<file path="config.mk">
export PLATFORM = sky130hd
export DESIGN_NAME = multicycle_ctrl
export DESIGN_NICKNAME = d
export VERILOG_FILES = /design/src/rtl/ctrl_pkg.sv /design/src/rtl/alu_decode.sv /design/src/rtl/multicycle_ctrl.sv
export SDC_FILE = /design/constraint.sdc
export NUM_CORES = 1
export LEC_CHECK = 0
export CAP_MARGIN = 20
export CORE_ASPECT_RATIO = 0.7
export CORE_MARGIN = 1
export CORE_UTILIZATION = 40
export CTS_CLUSTER_DIAMETER = 120
export DETAILED_ROUTE_END_ITERATION = 8
export HOLD_SLACK_MARGIN = 0.03
export PLACE_DENSITY = 0.7
export SLEW_MARGIN = 20
export SYNTH_ARGS = -nofsm -noshare
export SYNTH_HDL_FRONTEND = slang
export SYNTH_SLANG_ARGS = --single-unit
</file>
<file path="constraint.sdc">
create_clock -name clk -period 3.5 [get_ports clk]
set_input_delay 0.7 -clock clk [delete_from_list [all_inputs] [get_ports clk]]
set_output_delay 0.7 -clock clk [all_outputs]
set_load 0.02 [all_outputs]
</file>
<file path="src/rtl/ctrl_pkg.sv">
// Shared encodings for the multicycle controller: ALU codes, opcode/func
// fields, FSM states and datapath mux selects.
package ctrl_pkg;

  typedef enum logic [3:0] {
    ALU_AND = 4'b0000,
    ALU_OR  = 4'b0001,
    ALU_ADD = 4'b0010,
    ALU_SLL = 4'b0011,
    ALU_SRL = 4'b0100,
    ALU_SRA = 4'b0101,
    ALU_SUB = 4'b0110,
    ALU_SLT = 4'b0111,
    ALU_NOR = 4'b1000
  } alu_op_e;

  localparam logic [5:0] OP_RTYPE = 6'b000000;
  localparam logic [5:0] OP_J     = 6'b000010;
  localparam logic [5:0] OP_JAL   = 6'b000011;
  localparam logic [5:0] OP_BEQ   = 6'b000100;
  localparam logic [5:0] OP_BNE   = 6'b000101;
  localparam logic [5:0] OP_ADDI  = 6'b001000;
  localparam logic [5:0] OP_SLTI  = 6'b001010;
  localparam logic [5:0] OP_ANDI  = 6'b001100;
  localparam logic [5:0] OP_ORI   = 6'b001101;
  localparam logic [5:0] OP_SUBI  = 6'b001110;
  localparam logic [5:0] OP_LUI   = 6'b001111;
  localparam logic [5:0] OP_LW    = 6'b100011;
  localparam logic [5:0] OP_SW    = 6'b101011;

  localparam logic [5:0] FN_SLL  = 6'b000000;
  localparam logic [5:0] FN_SRL  = 6'b000010;
  localparam logic [5:0] FN_SRA  = 6'b000011;
  localparam logic [5:0] FN_JR   = 6'b001000;
  localparam logic [5:0] FN_ADD  = 6'b100000;
  localparam logic [5:0] FN_ADDU = 6'b100001;
  localparam logic [5:0] FN_SUB  = 6'b100010;
  localparam logic [5:0] FN_SUBU = 6'b100011;
  localparam logic [5:0] FN_AND  = 6'b100100;
  localparam logic [5:0] FN_OR   = 6'b100101;
  localparam logic [5:0] FN_NOR  = 6'b100111;
  localparam logic [5:0] FN_SLT  = 6'b101010;

  typedef enum logic [2:0] {
    S_FETCH, S_DECODE, S_EXEC, S_MEM, S_WB, S_BRANCH, S_JUMP, S_ERR
  } state_e;

  typedef enum logic [1:0] {
    PC_ALU = 2'b00, PC_BRANCH = 2'b01, PC_JUMP = 2'b10, PC_RS = 2'b11
  } pc_src_e;

  typedef enum logic {
    SRCA_PC = 1'b0, SRCA_RS = 1'b1
  } alu_src_a_e;

  typedef enum logic [1:0] {
    SRCB_RT = 2'b00, SRCB_FOUR = 2'b01, SRCB_IMM = 2'b10, SRCB_IMM_SH2 = 2'b11
  } alu_src_b_e;

  typedef enum logic [3:0] {
    C_RTYPE, C_ALUI, C_LUI, C_LW, C_SW, C_BEQ, C_BNE, C_J, C_JAL, C_JR, C_ILLEGAL
  } instr_cls_e;

endpackage

</file>
<file path="src/rtl/alu_decode.sv">
// Combinational instruction decode: op/func to ALU operation, instruction
// class used by the sequencer, and the illegal-instruction flag.
module alu_decode
  import ctrl_pkg::*;
(
  input  logic [5:0]  op_i,
  input  logic [5:0]  func_i,
  output logic [3:0]  alu_op_o,
  output instr_cls_e  cls_o,
  output logic        illegal_o
);

  always_comb begin
    alu_op_o = ALU_ADD;
    cls_o    = C_ILLEGAL;
    case (op_i)
      OP_RTYPE: begin
        case (func_i)
          FN_ADD, FN_ADDU: begin cls_o = C_RTYPE; alu_op_o = ALU_ADD; end
          FN_SUB, FN_SUBU: begin cls_o = C_RTYPE; alu_op_o = ALU_SUB; end
          FN_AND:          begin cls_o = C_RTYPE; alu_op_o = ALU_AND; end
          FN_OR:           begin cls_o = C_RTYPE; alu_op_o = ALU_OR;  end
          FN_NOR:          begin cls_o = C_RTYPE; alu_op_o = ALU_NOR; end
          FN_SLT:          begin cls_o = C_RTYPE; alu_op_o = ALU_SLT; end
          FN_SLL:          begin cls_o = C_RTYPE; alu_op_o = ALU_SLL; end
          FN_SRL:          begin cls_o = C_RTYPE; alu_op_o = ALU_SRL; end
          FN_SRA:          begin cls_o = C_RTYPE; alu_op_o = ALU_SRA; end
          FN_JR:           cls_o = C_JR;
          default: ;
        endcase
      end
      OP_ADDI: begin cls_o = C_ALUI; alu_op_o = ALU_ADD; end
      OP_SUBI: begin cls_o = C_ALUI; alu_op_o = ALU_SUB; end
      OP_ANDI: begin cls_o = C_ALUI; alu_op_o = ALU_AND; end
      OP_ORI:  begin cls_o = C_ALUI; alu_op_o = ALU_OR;  end
      OP_SLTI: begin cls_o = C_ALUI; alu_op_o = ALU_SLT; end
      OP_LUI:  begin cls_o = C_LUI;  alu_op_o = ALU_ADD; end
      OP_LW:   begin cls_o = C_LW;   alu_op_o = ALU_ADD; end
      OP_SW:   begin cls_o = C_SW;   alu_op_o = ALU_ADD; end
      OP_BEQ:  cls_o = C_BEQ;
      OP_BNE:  cls_o = C_BNE;
      OP_J:    cls_o = C_J;
      OP_JAL:  cls_o = C_JAL;
      default: ;
    endcase
    illegal_o = (cls_o == C_ILLEGAL);
  end

endmodule

</file>
<file path="src/rtl/multicycle_ctrl.sv">
// Multicycle CPU control FSM: sequences fetch/decode/execute/memory/writeback
// and watches memory handshakes for timeout.
module multicycle_ctrl
  import ctrl_pkg::*;
#(
  parameter int unsigned MAX_WAIT = 15
) (
  input  logic       clk,
  input  logic       rst_n,
  input  logic [5:0] op,
  input  logic [5:0] func,
  input  logic       zero,
  input  logic       mem_ready,
  output logic       mem_req,
  output logic       mem_we,
  output logic       iord,
  output logic       ir_write,
  output logic       pc_write,
  output logic [1:0] pc_src,
  output logic [3:0] alu_op,
  output logic       alu_src_a,
  output logic [1:0] alu_src_b,
  output logic       reg_write,
  output logic       reg_dst,
  output logic       mem_to_reg,
  output logic       link,
  output logic       illegal,
  output logic       mem_err
);

  localparam int unsigned CW = (MAX_WAIT < 2) ? 1 : $clog2(MAX_WAIT + 1);
  localparam logic [CW-1:0] LAST_WAIT = CW'(MAX_WAIT - 1);

  state_e          state_q, state_d;
  logic [CW-1:0]   cnt_q, cnt_d;
  logic            mem_err_q, mem_err_d;
  logic            run_q;

  logic [3:0]      dec_alu_op;
  instr_cls_e      cls;
  logic            dec_illegal;

  alu_decode u_alu_decode (
    .op_i      (op),
    .func_i    (func),
    .alu_op_o  (dec_alu_op),
    .cls_o     (cls),
    .illegal_o (dec_illegal)
  );

  // The counter only survives across stalled FETCH/MEM cycles, so any state
  // change (including entry to FETCH or MEM) leaves it cleared.
  always_comb begin
    state_d   = state_q;
    cnt_d     = '0;
    mem_err_d = mem_err_q;
    case (state_q)
      S_FETCH, S_MEM: begin
        if (run_q) begin
          if (mem_ready) begin
            if (state_q == S_FETCH)  state_d = S_DECODE;
            else if (cls == C_SW)    state_d = S_FETCH;
            else                     state_d = S_WB;
          end else if (cnt_q == LAST_WAIT) begin
            state_d   = S_ERR;
            mem_err_d = 1'b1;
          end else begin
            cnt_d = cnt_q + 1'b1;
          end
        end
      end
      S_DECODE: begin
        case (cls)
          C_BEQ, C_BNE:     state_d = S_BRANCH;
          C_J, C_JAL, C_JR: state_d = S_JUMP;
          C_ILLEGAL:        state_d = S_FETCH;
          default:          state_d = S_EXEC;
        endcase
      end
      S_EXEC:   state_d = (cls == C_LW || cls == C_SW) ? S_MEM : S_WB;
      S_WB, S_BRANCH, S_JUMP: state_d = S_FETCH;
      default:  state_d = state_q;
    endcase
  end

  // run_q holds every output low from reset until the first clock edge.
  always_ff @(posedge clk or negedge rst_n) begin
    if (!rst_n) begin
      state_q   <= S_FETCH;
      cnt_q     <= '0;
      mem_err_q <= 1'b0;
      run_q     <= 1'b0;
    end else begin
      state_q   <= state_d;
      cnt_q     <= cnt_d;
      mem_err_q <= mem_err_d;
      run_q     <= 1'b1;
    end
  end

  always_comb begin
    mem_req    = 1'b0;
    mem_we     = 1'b0;
    iord       = 1'b0;
    ir_write   = 1'b0;
    pc_write   = 1'b0;
    pc_src     = PC_ALU;
    alu_op     = ALU_AND;
    alu_src_a  = SRCA_PC;
    alu_src_b  = SRCB_RT;
    reg_write  = 1'b0;
    reg_dst    = 1'b0;
    mem_to_reg = 1'b0;
    link       = 1'b0;
    illegal    = 1'b0;
    mem_err    = mem_err_q;
    if (run_q) begin
      case (state_q)
        S_FETCH: begin
          mem_req   = 1'b1;
          alu_src_b = SRCB_FOUR;
          alu_op    = ALU_ADD;
          ir_write  = mem_ready;
          pc_write  = mem_ready;
        end
        S_DECODE: begin
          alu_src_b = SRCB_IMM_SH2;
          alu_op    = ALU_ADD;
          illegal   = dec_illegal;
        end
        S_EXEC: begin
          alu_src_a = SRCA_RS;
          alu_src_b = (cls == C_RTYPE) ? SRCB_RT : SRCB_IMM;
          alu_op    = dec_alu_op;
        end
        S_MEM: begin
          mem_req = 1'b1;
          iord    = 1'b1;
          mem_we  = (cls == C_SW);
        end
        S_WB: begin
          reg_write  = 1'b1;
          reg_dst    = (cls == C_RTYPE);
          mem_to_reg = (cls == C_LW || cls == C_LUI);
        end
        S_BRANCH: begin
          alu_src_a = SRCA_RS;
          alu_op    = ALU_SUB;
          pc_src    = PC_BRANCH;
          pc_write  = (cls == C_BEQ) ? zero : !zero;
        end
        S_JUMP: begin
          pc_write  = 1'b1;
          pc_src    = (cls == C_JR) ? PC_RS : PC_JUMP;
          reg_write = (cls == C_JAL);
          link      = (cls == C_JAL);
        end
        default: ;
      endcase
    end
  end

endmodule

</file>
=== Yosys cells after proc, flatten, opt, wreduce, memory -nomap -nowiden ===
Cells that the tools add are included.

* Memories kept: 0
* RAM bits: 0
* Latch bits: 0
* Register bits after elaboration: 9
* ROM bits: 0

* Order comparisons: 0
* $mul: 0
* Reduce and logical (&&, ||, !) cells: 19
* Div/mod/pow operators: 0
* Add/subtract/negate cells: 1
* Shifts and indexed selects: 0
* Bitwise operators: 1
* Eq/ne operators: 41
* Muxes and demuxes: 47

{| class="wikitable"
|+ Operator list
! cell !! count
|-
| equality test 6 bit, second input constant || 10
|-
| equality test 6 x 4 -> 1 bit, second input constant || 7
|-
| case mux 4 bit (9 select lines) || 1
|-
| case mux 4 bit (8 select lines) || 1
|-
| equality test 6 x 2 -> 1 bit, second input constant || 4
|-
| 2-to-1 mux 1 bit || 22
|-
| 2-to-1 mux 4 bit || 5
|-
| case mux 4 bit (5 select lines) || 1
|-
| 2-to-1 mux 3 bit || 6
|-
| equality test 4 x 3 -> 1 bit, second input constant || 4
|-
| equality test 4 bit, second input constant || 4
|-
| equality test 6 x 3 -> 1 bit, second input constant || 2
|-
| zero test 6 bit || 2
|-
| case mux 3 bit (4 select lines) || 1
|-
| case mux 4 bit (3 select lines) || 1
|-
| OR reduction 11 bit || 1
|-
| OR reduction 2 bit || 5
|-
| equality test 3 bit, second input constant || 3
|-
| case mux 3 bit (3 select lines) || 1
|-
| equality test 4 x 2 -> 1 bit, second input constant || 2
|-
| case mux 4 bit (2 select lines) || 1
|-
| equality test 3 x 2 -> 1 bit, second input constant || 2
|-
| 2-to-1 mux 2 bit || 3
|-
| case mux 2 bit (3 select lines) || 1
|-
| other kinds (17) || 19
|}

=== Logic depth before layout (Yosys ltp) ===
Gate-level depths: netlist of the first run.

* Word-level depth: 10
* Gate-level depth with buffers: 7

=== Modules after synthesis ===
A second synthesis of the first run with hierarchy kept.

* Cells, all modules: 187
* Area, all modules: 1,412.6 sq um

{| class="wikitable"
|+ Modules (own cells, without submodules)
! module !! area each (sq um) !! cells each !! seq. area each (sq um) !! instances
|-
| multicycle_ctrl || 908.4 || 117 || 225.2 || 1
|-
| alu_decode || 504.2 || 70 || 0.0 || 1
|}

=== Least setup slack after synthesis of the first run ===
No wires, ideal clock.

* Kind: input port to output port
* Start point: input port func[5]
* End point: output port reg_dst
* Slack: 0.673 ns
* Data arrival time: 2.127 ns
* Buffers on the path: 1
* Data required time: 2.800 ns
* Stages: 6
* Cells stage by stage: buf_2 -> a21boi_0 -> a2bb2oi_1 -> o221ai_2 -> o2111ai_1 -> nor4_1

* Cells in the longest elaborated chain, start to end: 7
* Elaborated cells between the ends (all ways): 18

{| class="wikitable"
|+ Ends and longest elaborated chain
! item !! RTL line !! source
|-
| start: declaration || multicycle_ctrl.sv:11 || <nowiki>input logic [5:0] func,</nowiki>
|-
| equality test 6 bit (tied with other cells) || alu_decode.sv:18 || <nowiki>case (func_i)</nowiki>
|-
| OR reduction 11 bit (no line) || -- ||
|-
| case mux 4 bit (2 select lines) (*) || alu_decode.sv:18 ||
|-
| case mux 4 bit (9 select lines) (*) || alu_decode.sv:16 || <nowiki>case (op_i)</nowiki>
|-
| zero test 4 bit (*) || multicycle_ctrl.sv:143 || <nowiki>reg_dst = (cls == C_RTYPE);</nowiki>
|-
| 2-to-1 mux 1 bit (*) || multicycle_ctrl.sv:118 || <nowiki>case (state_q)</nowiki>
|-
| 2-to-1 mux 1 bit (*) || multicycle_ctrl.sv:117 || <nowiki>if (run_q) begin</nowiki>
|-
| end: declaration || multicycle_ctrl.sv:24 || <nowiki>output logic reg_dst,</nowiki>
|}

Every way passes the cells marked *; elsewhere a longest branch is shown, timed or not.

=== Worst setup path in the final report of the first run ===
* Start point: input port op[4]
* End point: output port alu_op[0]

* Cells in the longest elaborated chain, start to end: 4
* Elaborated cells between the ends (all ways): 8

{| class="wikitable"
|+ Ends and longest elaborated chain
! item !! RTL line !! source
|-
| start: declaration || multicycle_ctrl.sv:10 || <nowiki>input logic [5:0] op,</nowiki>
|-
| equality test 6 x 4 -> 1 bit or zero test 6 bit (tied branches) || alu_decode.sv:16 ||
|-
| case mux 4 bit (5 select lines) (*) || alu_decode.sv:16 ||
|-
| case mux 4 bit (3 select lines) (*) || multicycle_ctrl.sv:118 ||
|-
| 2-to-1 mux 4 bit (*) || multicycle_ctrl.sv:117 ||
|-
| end: declaration || multicycle_ctrl.sv:20 || <nowiki>output logic [3:0] alu_op,</nowiki>
|}

Marks and branches as above.

==> flow_summary.yaml, run 1 <==
run_status:
  outcome: "completed"
routing:
  antenna_left: 0
  avgRoutedWirePerCell_um: 14.7
  num_vias: 1464
  drt_drc_violations_left: 0
  route.detailed.vias_per_inst: 5.74
  drt-pass1-iter-count: 4
  routed_wl_um: 3750
  drt_first_iter_violations: 131
clock_network:
  cts.path.max_buffers: 2
  clock_sinks: 9
  tritoncts: "built"
  cts_made_buffers: 3
  clock-root-buffer: "clkbuf_8"
  path_clk_slew_ns: 0.05
  clock_insertion_delay_worst_skew_ns: 0.23
  ctsHtreeMaxLevel: 1
yosys:
  synthArstFlopShare_pct: 100
  synth_xor_xnor_area_share_pct: 2.25
  post_synthesis_compound_gate_area_fraction_pct: 27.0
  post-synth-top-area-cell: "dfrtp_1"
  top_cells_by_count_synth: "20 x nor2_1, 18 x nand2_1, 11 x o21ai_0"
  number_of_unique_standard_cell_types_used_by_synthesis: 55
  synth-seq-area-share_pct: 19.3
  yosys.area.top_type_share_pct: 19.3
  synthCells: 163
  synth_simple_gate_area_share_pct: 41.0
  synth_top_cells_by_area: "dfrtp_1 19%, nor2_1 6.4%, nand2_1 5.8%"
  synth_mux_area_share_pct: 0.857
  synthesized_netlist_net_count: 181
  synth_enable_flop_cells: 0
  synth_top_family_by_area: "simple AND/OR/NAND/NOR gates"
  synth-main-ff-cell: "dfrtp_1"
  synth.ff_latch_count: 9
  mappedNetlistArea_um2: 1170
  yosys.cell_count.top_type: "nor2_1"
  yosysWarnings: 0
  arithmetic_cell_share_of_the_synthesized_area_counting_full_adders_half_adders_and_majority_gates_pct: 2.14
  avgSynthCellArea_um2: 7.17
finish:
  synthToLayoutAreaGrowth_pct: 50.9
  postLayoutCoreUtil_pct: 67.6
  nNetsFinal: 240
  drive_gt1_share_pct: 19.0
  antennaDiodeCount: 0
  final_area_um2: 1760
timing:
  report.final.setup_viol: 0
  timing_hold_violations_final: 0
  maxClockFrequency_ghz: 0.298
  share_of_the_clock_period_used_by_the_worst_path_after_layout_pct: 96.0
  maxSlewViolCount: 0
  fin_skew_ns: 0.00469
  final_period_minus_worst_setup_slack_ns: 3.36
  rsz_0062_raised_after_global_routing: "no"
setup_path:
  timing.critical_path.fanout_max: 5
  rr_endpoint: "cnt_q[2]$_DFF_PN0_"
  worst_setup_path_end_kind: "primary output"
  regToRegStartpoint: "state_q[1]$_DFFE_PN0P_"
  timing.critical_path.arrival_ns: 2.66
  worst-setup-path-type: "in2out"
  setup.reg_to_reg.worst_slack_ns: 1.76
  kind_of_start_point_of_the_critical_path: "primary input"
  critPathRequiredTime_ns: 2.80
  crit_path_start: "op[4]"
  worstRegToRegCells: 4
  worst_setup_path_endpoint: "alu_op[0]"
power_and_ir_drop:
  total_leakage_power_nw: 0.795
  ir_worst_vdd_mv: 0.227
  power_density_nw_per_um2: 387
floorplan:
  initial_util_pct: 44.8
  num_io_pins: 36
  fp.dieArea_um2: 3150
  die_x_um: 66.6
  number_of_rows_in_the_core_area: 15
  core_area_um2: 2610
  die_height_um: 47.2
grt:
  antenna_found_initial: 0
  grt_util_all_layers_pct: 25.5
  first_pass_grt_wire_length_um: 5930
  grt_pass1_vias: 1267
  grt_remaining_overflow: 0
  pin_count_of_the_biggest_net_entering_global_routing: 14
job:
  max-cap-violations: 0
placed_design:
  buffer_ports.inserted: 35
  placed_cell_area_um2: 1700
  place_congestion: 0.933
  hpwlAfterDp_um: 2940
worst_hold_path:
  hold_path_class: "reg2reg"
## critical path: stages
cell and delay, ns:
clkdlybuf4s50_1 0.54, nor4_4 0.37, nand3b_2 0.18, nor3b_2 0.21
nand4b_1 0.12, a31oi_1 0.19, dlygate4sd2_1 0.35
## timing repair
| item | 4_1_cts | 5_1_grt |
|---|---|---|
| buffers inserted | 1 | 0 |
| pin swaps | 1 | 0 |
| gates resized for setup | 11 | 3 |
| hold buffers | 0 | 0 |
| endpoints found under the setup margin | 9 | 3 |
## metrics by stage
step | setup TNS [ns] | setup WS (ns) | hold WS [ns] | total power (W) | std cells
detailed placement | -0.732 | -0.169 | 0.475 | 0.000558 | 250
finish | 0 | 0.141 | 0.487 | 0.000681 | 255
global route | 0 | 0.0264 | 0.504 | 0.000720 | 255
floorplan | 0 | 0.673 | 0.404 | 0.000413 | 163
CTS | 0 | 0.0387 | 0.486 | 0.000676 | 255
global placement | -0.421 | -0.143 | 0.438 | 0.000551 | 250
## cell usage in the layout (no fill, tap or decap), types with 3 or more instances in the layout
master | Yosys | final
clkdlybuf4s50_1 | 0 | 23
nor3b_1 | 3 | 3
nor3_1 | 5 | 4
nor4_1 | 4 | 3
nand2b_1 | 5 | 5
a21oi_1 | 7 | 7
dfrtp_1 | 9 | 9
buf_4 | 0 | 28
dlymetal6s2s_1 | 0 | 3
nor2_1 | 20 | 20
a21boi_0 | 4 | 4
nand2_1 | 18 | 18
o21a_1 | 3 | 3
dlygate4sd2_1 | 0 | 9
o21ai_0 | 11 | 11
inv_1 | 6 | 6
nor2b_1 | 5 | 5
clkbuf_8 | 0 | 3
nand3_1 | 8 | 8
## kinds of logic after synthesis
logic type,Yosys count
simple gates,87
compound gates,45
xor+xnor,3
buf+inv,15
mux,1
flops,9
fa+ha+maj,2
other cells,1
## worst min-delay path by stage
stage / to / startpoint / cells past startpoint
floorplan: cnt_q[0]$_DFF_PN0_ / rst_n / 0
global placement: mem_err$_DFFE_PN0P_ / mem_err$_DFFE_PN0P_ / 1
detailed placement: mem_err$_DFFE_PN0P_ / mem_err$_DFFE_PN0P_ / 1
CTS: mem_err$_DFFE_PN0P_ / mem_err$_DFFE_PN0P_ / 1
global route: mem_err$_DFFE_PN0P_ / mem_err$_DFFE_PN0P_ / 1
finish: mem_err$_DFFE_PN0P_ / mem_err$_DFFE_PN0P_ / 1
## state kept, by name (all words and copies together), names as in the netlist
| signal | flops |
|---|---|
| state_q | 3 |
| run_q | 1 |
| cnt_q | 4 |
| mem_err | 1 |
## metal layers
metal,routed length (um),GRT usage [%],vias to the layer above
met5,0,0,-
met4,0,2.55,0
met3,332,5.83,0
met2,1690,41.6,80
met1,1730,35.9,674
li1,-,-,710
## power by group
part / total [W] / switching, W / internal [W] / leakage (nW)
Combinational: 0.000393 / 0.000220 / 0.000173 / 0.651
Sequential: 0.000166 / 0.0000441 / 0.000122 / 0.120
Clock: 0.000122 / 0.0000424 / 0.0000795 / 0.0228
## cell type report
cell class	count	area, um^2
Tap cell	34	42.5
Inverter	6	22.5
Timing Repair Buffer	63	557
Multi-Input combinational cell	139	871
Clock buffer	4	45.0
Fill cell	228	846
Sequential cell	9	225
Power figures use the tool's default switching activity.
==> inputs of run 2 (changes only) <==
Clock period 3.5 ns to 3.4 ns, I/O delays scaled along.
==> run 2 against run 1 <==
Compared with the run above: critical path depth grew 1; clock skew shrank 0.0040 ns; register-to-register slack is essentially flat; hold slack gained 0.0061 ns; final cell count grew 1.2%; count of clock-buffer cells in the layout is the same; final area grew 1.1%; worst setup slack lost 0.051 ns; highest routed layer is now met4; first-iteration DRC count shrank 24%; largest power group unchanged.
==> flow_summary.yaml, run 2 (synthesized netlist as in run 1, its figures left out) <==
run_status:
  outcome: "completed"
job:
  max-cap-violations: 0
clock_network:
  tritoncts: "built"
  clock_insertion_delay_worst_skew_ns: 0.23
  clock-root-buffer: "clkbuf_8"
  cts.path.max_buffers: 2
  ctsHtreeMaxLevel: 1
  cts_made_buffers: 3
  path_clk_slew_ns: 0.05
  cts_hold_repair.buffers: 0
  clock_sinks: 9
routing:
  antenna_left: 0
  drt_first_iter_violations: 100
  drt-pass1-iter-count: 4
  avgRoutedWirePerCell_um: 14.2
  route.detailed.vias_per_inst: 5.69
  drt_drc_violations_left: 0
  num_vias: 1467
  routed_wl_um: 3670
floorplan:
  core_area_um2: 2610
  initial_util_pct: 44.8
  num_io_pins: 36
  fp.dieArea_um2: 3150
  die_x_um: 66.6
  number_of_rows_in_the_core_area: 15
  die_height_um: 47.2
setup_path:
  crit_path_top_delay_cell: "clkdlybuf4s50_1"
  path_cells: "clkdlybuf4s50_1 -> buf_4 -> and2b_1 -> o21a_1 -> a21oi_1 -> o211ai_2 -> and3_1 -> dlygate4sd2_1"
  critical_path_buf_inv_count: 3
  worst_path_dominant_cell_family: "buffers and inverters"
  kind_of_start_point_of_the_critical_path: "primary input"
  timing.critical_path.arrival_ns: 2.63
  worst_setup_path_end_kind: "primary output"
  slowest_delay_ns: 0.63
  timing.critical_path.fanout_max: 5
  critPathRequiredTime_ns: 2.72
  worst-setup-path-type: "in2out"
timing:
  maxSlewViolCount: 0
  worst_hold_check_slack_ns: 0.493
  final_critical_path_setup_slack_ns: 0.0899
  final_period_minus_worst_setup_slack_ns: 3.31
  fin_skew_ns: 0.000640
  report.final.setup_viol: 0
  rsz_0062_raised_after_global_routing: "no"
  timing_hold_violations_final: 0
  share_of_the_clock_period_used_by_the_worst_path_after_layout_pct: 97.4
  maxClockFrequency_ghz: 0.302
grt:
  grt_most_used_layer: "met2"
  grt_pass1_vias: 1315
  pin_count_of_the_biggest_net_entering_global_routing: 12
  groute.layer.met2.usage_pct: 41.8
  grt_util_all_layers_pct: 25.7
  antenna_found_initial: 0
  grt.met3_usage_pct: 6.31
  grt_remaining_overflow: 0
  use_met1_pct: 35.6
  first_pass_grt_wire_length_um: 6000
placed_design:
  placed_cell_area_um2: 1730
  place_congestion: 0.929
  place_worst_setup_slack_ns: -0.233
  buffer_ports.inserted: 35
  hpwlAfterDp_um: 2980
finish:
  layout.cells.most_common: "buf_4"
  max_flop_register: "cnt_q"
  leading_cell_types_in_the_layout_fill_and_taps_excluded: "31 x buf_4, 23 x clkdlybuf4s50_1, 20 x nor2_1, 18 x nand2_1, 11 x o21ai_0"
  antennaDiodeCount: 0
  largest_register_ff_count: 4
  synthToLayoutAreaGrowth_pct: 52.5
  drive_gt1_share_pct: 20.5
  final_area_um2: 1780
  nNetsFinal: 243
  layout_top_registers: "cnt_q: 4 flops, state_q: 3 flops"
power_and_ir_drop:
  power_density_nw_per_um2: 394
  ir_worst_vdd_mv: 0.263
  total_leakage_power_nw: 0.802
worst_hold_path:
  hold_path_class: "reg2reg"
## run 2: metal layers
metal,part of all wire [%],up-vias
met4,0.79,0
met2,44,75
li1,-,716
met1,47,670
met3,8.4,6
met5,0,-
## run 2: worst paths after layout
path / startpoint / to / cells after the start / slack, ns
max in group asynchronous: rst_n / cnt_q[1]$_DFF_PN0_ / 1 / 2.34
hold / removal: mem_err$_DFFE_PN0P_ / mem_err$_DFFE_PN0P_ / 1 / 0.49
setup reg to reg: state_q[0]$_DFFE_PN0P_ / cnt_q[2]$_DFF_PN0_ / 4 / 1.77
min in group asynchronous: rst_n / state_q[1]$_DFFE_PN0P_ / 1 / 0.76
setup / recovery: op[3] / illegal / 8 / 0.09
hold reg to reg: mem_err$_DFFE_PN0P_ / mem_err$_DFFE_PN0P_ / 1 / 0.49
## run 2: cell type report
type	count	area (um^2)
Multi-Input combinational cell	139	871
Tap cell	34	42.5
Inverter	6	22.5
Sequential cell	9	225
Timing Repair Buffer	66	576
Clock buffer	4	45.0
Fill cell	219	827
## run 2: where the power goes
| part | switching, W | internal, W | total [W] |
|---|---|---|---|
| registers | 0.0000315 | 0.000126 | 0.000158 |
| clock network | 0.0000447 | 0.0000819 | 0.000127 |
| logic | 0.000233 | 0.000185 | 0.000419 |
| total | 0.000310 | 0.000393 | 0.000703 |
## run 2: timing repair
item	CTS	global route
setup endpoints to repair	9	4
endpoints found under the hold margin	0	0
gates resized for setup	11	7
pin swaps	1	0
buffers inserted	1	0
## run 2: worst register-to-register path, delay by kind of cell (launching register included)
family / cells / cell delay (ns)
DFF: 1 / 0.47
and+or+nand+nor: 4 / 1.10
## run 2: per-stage QoR
stage / power, W / instances / TNS, ns / util [%]
2_1_floorplan: 0.000425 / 163 / 0 / -
3_3_place_gp: 0.000579 / 253 / -0.976 / 66.1
3_5_place_dp: 0.000581 / 253 / -1.24 / 66.1
5_1_grt: 0.000754 / 258 / 0 / 68.3
6_report: 0.000703 / 258 / 0 / 68.3
4_1_cts: 0.000703 / 258 / -0.000492 / 68.2
==> inputs of run 3 (changes only) <==
Settings changed: SETUP_SLACK_MARGIN from default to 0.4.
==> run 3 against run 2 <==
Compared with the run above: core utilization rose by 2.1 points; count of clock-buffer cells in the layout did not move; critical endpoint is now reg_dst; register-to-register slack barely moved; highest routed layer unchanged; first-iteration DRC count rose by 18%; combinational power rose by 2%; final area rose by 3.1%.
==> flow_summary.yaml, run 3 (synthesized netlist as in run 1, its figures left out) <==
finish:
  leading_cell_types_in_the_layout_fill_and_taps_excluded: "32 x buf_4, 18 x nand2_1, 18 x nor2_1, 11 x o21ai_0, 11 x clkdlybuf4s50_1"
  layout.cells.most_common: "buf_4"
  filler_cell_count: 214
  max_flop_register: "cnt_q"
  synthToLayoutAreaGrowth_pct: 57.2
  instances_no_fill: 259
  layout_top_registers: "cnt_q: 4 flops, state_q: 3 flops"
  nNetsFinal: 244
  antennaDiodeCount: 0
  largest_register_ff_count: 4
  drive_gt1_share_pct: 30.2
setup_path:
  setup.reg_to_reg.worst_slack_ns: 1.77
  worstRegToRegCells: 4
  crit_path_start: "func[0]"
  kind_of_start_point_of_the_critical_path: "primary input"
  timing.critical_path.fanout_max: 4
  worst-setup-path-type: "in2out"
  rr_endpoint: "cnt_q[2]$_DFF_PN0_"
  critPathRequiredTime_ns: 2.72
  regToRegStartpoint: "state_q[0]$_DFFE_PN0P_"
  timing.critical_path.arrival_ns: 2.26
  worst_setup_path_end_kind: "primary output"
power_and_ir_drop:
  fin_total_pwr_w: 0.000712
  total_leakage_power_nw: 0.826
  power_density_nw_per_um2: 388
  ir_worst_vdd_mv: 0.268
floorplan:
  fp.dieArea_um2: 3150
  initial_util_pct: 44.8
  die_x_um: 66.6
  num_io_pins: 36
  number_of_rows_in_the_core_area: 15
  core_area_um2: 2610
  die_height_um: 47.2
placed_design:
  hpwlAfterDp_um: 2980
  buffer_ports.inserted: 35
  dp_cells: 253
  place_congestion: 0.929
worst_hold_path:
  worst_hold_startpoint: "mem_err$_DFFE_PN0P_"
  timing.hold.worst_endpoint: "mem_err$_DFFE_PN0P_"
  timing.hold.worst_path_depth: 1
  hold_path_class: "reg2reg"
routing:
  detailroute.wirelength.met2_um: 1690
  routed_wl_um: 3840
  antenna_left: 0
  avgRoutedWirePerCell_um: 14.8
  top_layer_used: "met4"
  drt_drc_violations_left: 0
  drt-pass1-iter-count: 4
  wl_met3_um: 313
  drt_first_iter_violations: 118
  num_vias: 1463
  route.detailed.vias_per_inst: 5.65
  route.layer.met1.wl_um: 1800
clock_network:
  path_clk_slew_ns: 0.05
  cts_made_buffers: 3
  clock-root-buffer: "clkbuf_8"
  cts.path.max_buffers: 2
  tritoncts: "built"
  clock_sinks: 9
  ctsHtreeMaxLevel: 1
  clock_insertion_delay_worst_skew_ns: 0.23
grt:
  grt_util_all_layers_pct: 26.7
  first_pass_grt_wire_length_um: 6180
  antenna_found_initial: 0
  grt_pass1_vias: 1342
  grt_remaining_overflow: 0
  pin_count_of_the_biggest_net_entering_global_routing: 12
timing:
  rsz_0062_raised_after_global_routing: "yes"
  maxClockFrequency_ghz: 0.340
  fin_skew_ns: 0.000533
  report.final.setup_viol: 0
  share_of_the_clock_period_used_by_the_worst_path_after_layout_pct: 86.6
  timing_hold_violations_final: 0
  final_period_minus_worst_setup_slack_ns: 2.94
  totalNegativeSetupSlack_ns: 0
  maxSlewViolCount: 0
run_status:
  outcome: "completed"
job:
  max-cap-violations: 0
==> run 3: cell count changes in the layout (fill, tap and decap cells not counted), moves of 2 or more <==
cell             change
nor3b_2              +2
clkdlybuf4s15_2      +2
nor3b_1              -2
nor2_1               -2
nor2_2               +2
buf_6                +2
clkbuf_2             +6
clkdlybuf4s50_1     -12
==> run 3: worst max-delay path: stages <==
cell           delay (ns)
dlygate4sd2_1        0.33
nand2b_1             0.19
nand3_1              0.17
o221ai_4             0.24
o2111ai_2            0.18
nor4_1               0.27
buf_2                0.20
==> run 3: power by group <==
group / switching (W) / total (W) / internal, W
Clock: 0.0000454 / 0.000127 / 0.0000820
Combinational: 0.000244 / 0.000427 / 0.000183
Sequential: 0.0000320 / 0.000158 / 0.000126
Total: 0.000321 / 0.000712 / 0.000391
==> run 3: repair_timing <==
| action | in CTS | in global routing |
|---|---|---|
| setup buffers | 2 | 0 |
| pin swaps | 2 | 7 |
| cloned | 0 | 0 |
| endpoints found under the hold margin | 0 | 0 |
| endpoints found under the setup margin | 13 | 12 |
| resized for setup | 44 | 34 |
| hold buffers | 0 | 0 |
==> run 3: cell type report <==
class	instances	area [um^2]	share of cell area, %
inverter	6	22.5	1.23
tap	34	42.5	2.32
clock buffer	4	45.0	2.45
sequential	9	225	12.3
multi-input combinational	139	946	51.5
timing repair buffer	67	556	30.2
==> run 3: worst max path at each step <==
stage	end	slack, ns	cells past startpoint
after CTS	alu_op[0]	0.26	8
after floorplan	reg_dst	0.61	6
after global placement	pc_src[0]	-0.22	8
final	reg_dst	0.46	7
after detailed placement	alu_op[0]	-0.23	7
after global routing	alu_op[0]	0.30	7
==> run 3: metal layers <==
layer	track usage, %	vias up
met3	7.77	8
met2	42.8	71
li1	-	713
met5	0	-
met4	4.68	0
met1	36.4	671
==> run 3: per-stage QoR <==
| stage | hold WS, ns | area, um^2 | worst slack, ns | util, % |
|---|---|---|---|---|
| final | 0.495 | 1840 | 0.456 | 70.4 |
| after global routing | 0.512 | 1840 | 0.303 | 70.4 |
| after CTS | 0.493 | 1800 | 0.259 | 69.0 |
| after detailed placement | 0.479 | 1730 | -0.233 | 66.1 |
| after global placement | 0.438 | 1730 | -0.217 | 66.1 |
| after floorplan | 0.384 | 1170 | 0.613 | - |
